File: config.mk
export PLATFORM = sky130hd
export DESIGN_NAME = rom_fetch_master
export DESIGN_NICKNAME = d
export VERILOG_FILES = /design/src/rtl/rom_fetch_master.sv
export SDC_FILE = /design/constraint.sdc
export NUM_CORES = 1
export LEC_CHECK = 0
export ABC_CLOCK_PERIOD_IN_PS = 1700
export BUFFER_PORTS_ARGS = -buffer_cell sky130_fd_sc_hd__buf_2
export CORE_UTILIZATION = 44
export CTS_BUF_LIST = sky130_fd_sc_hd__clkbuf_8
export DETAILED_ROUTE_END_ITERATION = 7
export PLACE_DENSITY = 0.88
export SYNTH_ARGS = -nofsm -noshare
export SYNTH_HDL_FRONTEND = slang
export SYNTH_SLANG_ARGS = --single-unit
export TNS_END_PERCENT = 1
File: constraint.sdc
create_clock -name clk -period 1.7 [get_ports clk]
set_input_delay 0 -clock clk [delete_from_list [all_inputs] [get_ports clk]]
set_output_delay 0 -clock clk [all_outputs]
set_load 0.02 [all_outputs]
File: src/rtl/rom_fetch_master.sv
// rom_fetch_master
//   Bus initiator that fetches one 32-bit word at a time from the instruction
//   ROM on behalf of the CPU fetch stage. A request accepted on the req port
//   produces a single-cycle cs/as strobe. The master then waits for rdy and
//   returns the word on the rsp port. If rdy does not arrive within TIMEOUT
//   wait cycles, it returns an error instead. A pipeline flush discards the
//   in-flight result.
//
// Ports
//   clk, rst        clock; asynchronous active-low reset
//   req_valid/ready fetch request handshake, req_addr = word address
//   flush           discard the current fetch (pipeline redirect)
//   rsp_valid/ready response handshake, rsp_data = word, rsp_err = timeout
//   bus_cs, bus_as  chip select / address strobe (always equal)
//   bus_addr        latched fetch address
//   bus_data        slave read data, valid with bus_rdy
//   bus_rdy         slave ready, one cycle after it samples cs&&as
module rom_fetch_master #(
  parameter int ADDR_W  = 12,
  parameter int DATA_W  = 32,
  parameter int TIMEOUT = 15,
  parameter int TO_W    = 4
) (
  input  logic              clk,
  input  logic              rst,
  input  logic              req_valid,
  input  logic [ADDR_W-1:0] req_addr,
  output logic              req_ready,
  input  logic              flush,
  output logic              rsp_valid,
  output logic [DATA_W-1:0] rsp_data,
  output logic              rsp_err,
  input  logic              rsp_ready,
  output logic              bus_cs,
  output logic              bus_as,
  output logic [ADDR_W-1:0] bus_addr,
  input  logic [DATA_W-1:0] bus_data,
  input  logic              bus_rdy
);

  typedef enum logic [1:0] {
    S_IDLE,
    S_ADDR,
    S_WAIT,
    S_RESP
  } state_t;

  localparam logic [TO_W-1:0] CNT_LAST = TO_W'(TIMEOUT - 1);

  state_t            r_state;
  logic              r_drop;
  logic [TO_W-1:0]   r_cnt;
  logic              r_req_ready;
  logic              r_rsp_valid;
  logic [DATA_W-1:0] r_rsp_data;
  logic              r_rsp_err;
  logic              r_bus_cs;
  logic [ADDR_W-1:0] r_bus_addr;

  logic w_drop_now;
  logic w_timeout;
  logic w_done;

  // A flush in the same cycle as rdy/timeout must also suppress the response.
  assign w_drop_now = r_drop | flush;
  assign w_timeout  = (r_cnt == CNT_LAST);
  assign w_done     = bus_rdy | w_timeout;

  // ---- control FSM: all outputs are registered ----
  always_ff @(posedge clk or negedge rst) begin
    if (!rst) begin
      r_state     <= S_IDLE;
      r_drop      <= 1'b0;
      r_cnt       <= '0;
      r_req_ready <= 1'b0;
      r_rsp_valid <= 1'b0;
      r_rsp_data  <= '0;
      r_rsp_err   <= 1'b0;
      r_bus_cs    <= 1'b0;
      r_bus_addr  <= '0;
    end else begin
      case (r_state)
        S_IDLE: begin
          // Stray bus_rdy is deliberately ignored here.
          if (r_req_ready && req_valid && !flush) begin
            r_bus_addr  <= req_addr;
            r_drop      <= 1'b0;
            r_cnt       <= '0;
            r_req_ready <= 1'b0;
            r_bus_cs    <= 1'b1;
            r_state     <= S_ADDR;
          end else begin
            // req_ready comes up one cycle after reset release.
            r_req_ready <= 1'b1;
          end
        end

        S_ADDR: begin
          // The strobe is already on the bus, so a flush can only mark the
          // result for discard.
          r_bus_cs <= 1'b0;
          r_cnt    <= '0;
          if (flush) r_drop <= 1'b1;
          r_state  <= S_WAIT;
        end

        S_WAIT: begin
          if (flush) r_drop <= 1'b1;
          // rdy takes priority over a timeout in the same cycle.
          if (bus_rdy) begin
            r_rsp_data <= bus_data;
            r_rsp_err  <= 1'b0;
          end else if (w_timeout) begin
            r_rsp_data <= '0;
            r_rsp_err  <= 1'b1;
          end else begin
            // The counter stops at CNT_LAST because WAIT is always left there.
            r_cnt <= r_cnt + TO_W'(1);
          end
          if (w_done) begin
            if (w_drop_now) begin
              r_req_ready <= 1'b1;
              r_state     <= S_IDLE;
            end else begin
              r_rsp_valid <= 1'b1;
              r_state     <= S_RESP;
            end
          end
        end

        S_RESP: begin
          // flush and rsp_ready both retire the response; flush wins, but
          // both lead to the same next state.
          if (flush || rsp_ready) begin
            r_rsp_valid <= 1'b0;
            r_req_ready <= 1'b1;
            r_state     <= S_IDLE;
          end
        end

        default: begin
          r_state <= S_IDLE;
        end
      endcase
    end
  end

  assign req_ready = r_req_ready;
  assign rsp_valid = r_rsp_valid;
  assign rsp_data  = r_rsp_data;
  assign rsp_err   = r_rsp_err;
  assign bus_cs    = r_bus_cs;
  assign bus_as    = r_bus_cs;
  assign bus_addr  = r_bus_addr;

endmodule
==> reports/results.ini <==
[run_status]
status = finished, final reports clean

[sta]
rsz0062_at_grt = true
timing.hold.ws_ns = 0.0471
slew_headroom_pct = 64.4
finalHoldViolations = 0
finalSetupViolations = 0
maxSlewViolCount = 0
fin_crit_sh_pct = 97.6
worst_pin_slew_ns = 0.533
finalClockSkew_ns = 0.00384
fmax_mhz = 602
finalCriticalPeriod_ns = 1.66

[floorplan]
start_util_pct = 46.4
die_x_um = 73.3
coreArea_um2 = 4820
dieArea_um2 = 5370
io_pins = 99
row_count = 25
die_h_um = 73.3

[run]
cap_violations = 0

[place]
hpwl_mm = 3.44
gp_congestion = 0.823
portBuffers = 98

[critical_path]
reg2reg_from = r_state[0]
critPathCaptureType = register
start_kind = register
critPathArrivalTime_ns = 1.85
crit_path_start = r_state[0]
crit_required_ns = 1.89
crit_fanout = 33
crit_type = reg2reg

[logic_synthesis]
synth_seq_cells = 55
yosysWarnings = 0
synth_seq_area_share_pct = 61.6
syn_nets = 226
syn_area_um2 = 2240
syn_inst = 169
synth_cell_types = 28
synth_area_per_cell_um2 = 13.2

[power]
p_leak_nw = 1.79
ir_drop_mv = 1.02
power_density_nw_per_um2 = 1740
p_total_w = 0.00605

[detailed_routing]
wl_per_cell_um = 16.0
drtIter0Drc = 80
dr.pass1.iters = 4
wirelength_mm = 6.20
via_per_inst = 5.12
drc = 0
ant_nets = 0
routed-via-count = 1981

[finish]
layout_common_cells = buf_2 (98), dfrtp_1 (55), dlygate4sd3_1 (45)
nets = 376
final_common_cell = buf_2
diodes = 0
syn2layout_area_growth_pct = 55.8
utilization_pct = 72.3
drive_gt1_share_pct = 42.8

[worst_hold_path]
hp-class = in2reg
min_from = flush

[clocking]
ctsHtreeMaxLevel = 2
numCtsBuffers = 5
cts_tree = built
clk_pin_slew_worst_paths_ns = 0.10
insertion_delay_ns = 0.31
clockBufferDepth = 2
cts.sinks = 55
cts_root_buf = clkbuf_8

[grt]
antenna_found_initial = 0
grt_usage_pct = 22.7
overflow = 0
grt_pass1_vias = 1956
grt_start_max_net_pins = 34
grt_pass1_wl_mm = 9.11

## cells by family after synthesis
kind of cell | share of synthesized area [%]
AO/OA/AOI/OAI | 19.6
adder cells (fa/ha/maj) | 3.92
buffers and inverters | 3.13
flip-flops | 61.6
multiplexers | 6.04
AND/OR/NAND/NOR | 5.71
## critical path, stage by stage (launching register included)
cell and delay (ns):
dfrtp_1 0.41, inv_1 0.11, ha_2 0.22, buf_4 0.18, and2_1 0.19, buf_12 0.17, a22o_1 0.26
## flip-flops by register name, indices dropped and copies added, names as in the netlist
name       flops
rsp_valid      1
bus_addr      12
r_cnt          4
r_drop         1
r_state        2
rsp_data      32
rsp_err        1
bus_as         1
req_ready      1
## power by group
part / switching, W / internal (W)
clock: 0.000441 / 0.000444
sequential: 0.000364 / 0.00189
combinational: 0.00164 / 0.00127
## cell usage after synthesis (all sizes together)
| library cell | instances | area share (%) |
|---|---|---|
| a2111oi | 1 | 0.39 |
| a21o | 3 | 1.0 |
| a21oi | 6 | 1.3 |
| a221o | 2 | 0.90 |
| a221oi | 1 | 0.39 |
| a22o | 33 | 13 |
| a31oi | 1 | 0.56 |
| a41oi | 1 | 0.39 |
| and2 | 1 | 0.28 |
| and3 | 1 | 0.28 |
| buf | 5 | 1.2 |
| clkbuf | 6 | 1.1 |
| dfrtp | 55 | 62 |
| ha | 7 | 3.9 |
| inv | 5 | 0.84 |
| mux2 | 12 | 6.0 |
| nand2 | 6 | 1.0 |
| nand2b | 2 | 0.90 |
| nand3 | 1 | 0.22 |
| nand3b | 1 | 0.34 |
| nor2 | 6 | 1.0 |
| nor3 | 3 | 0.67 |
| nor3b | 3 | 1.0 |
| o21ai | 6 | 1.3 |
| o2bb2ai | 1 | 0.39 |
## path summary, 6_finish.rpt
path / end / slack, ns / cells past startpoint
worst max-delay path: rsp_data[0] / 0.04 / 6
worst min-delay path: r_drop / 0.05 / 3
worst max register to register: rsp_data[0] / 0.04 / 6
worst min register to register: rsp_data[1] / 0.50 / 1
max in group asynchronous: rsp_data[1] / 0.95 / 3
min in group asynchronous: rsp_data[19] / 0.19 / 2
## layout make-up
class / count / area (um^2)
Tap cell: 67 / 83.8
Clock buffer: 5 / 68.8
Timing Repair Buffer: 154 / 1050
Clock inverter: 3 / 46.3
Inverter: 5 / 18.8
Sequential cell: 55 / 1380
Fill cell: 336 / 1330
Multi-Input combinational cell: 98 / 837
## metal layers
layer	track usage (%)	up-vias	share of wire, %
met5	0	-	0
met4	7.84	0	1.7
met3	4.66	11	6.3
met2	39.8	94	48
met1	27.9	953	44
li1	-	923	-
## per-stage QoR
step | instances | setup TNS, ns | area (um^2) | worst slack (ns)
floorplan | 169 | 0 | 2240 | 0.0292
global placement | 334 | 0 | 2870 | 0.0707
detailed placement | 334 | 0 | 2870 | 0.00340
CTS | 387 | -0.0509 | 3430 | -0.0285
global route | 387 | -0.0137 | 3480 | -0.0137
finish | 387 | 0 | 3480 | 0.0402
## timing repair
action | CTS | global route
setup endpoints to repair | 3 | 36
hold endpoints to repair | 66 | 0
hold buffers | 45 | 0
pin swaps | 0 | 2
gates resized for setup | 0 | 11
setup buffers | 0 | 0
Note: power is estimated with default switching activity, not from simulation.
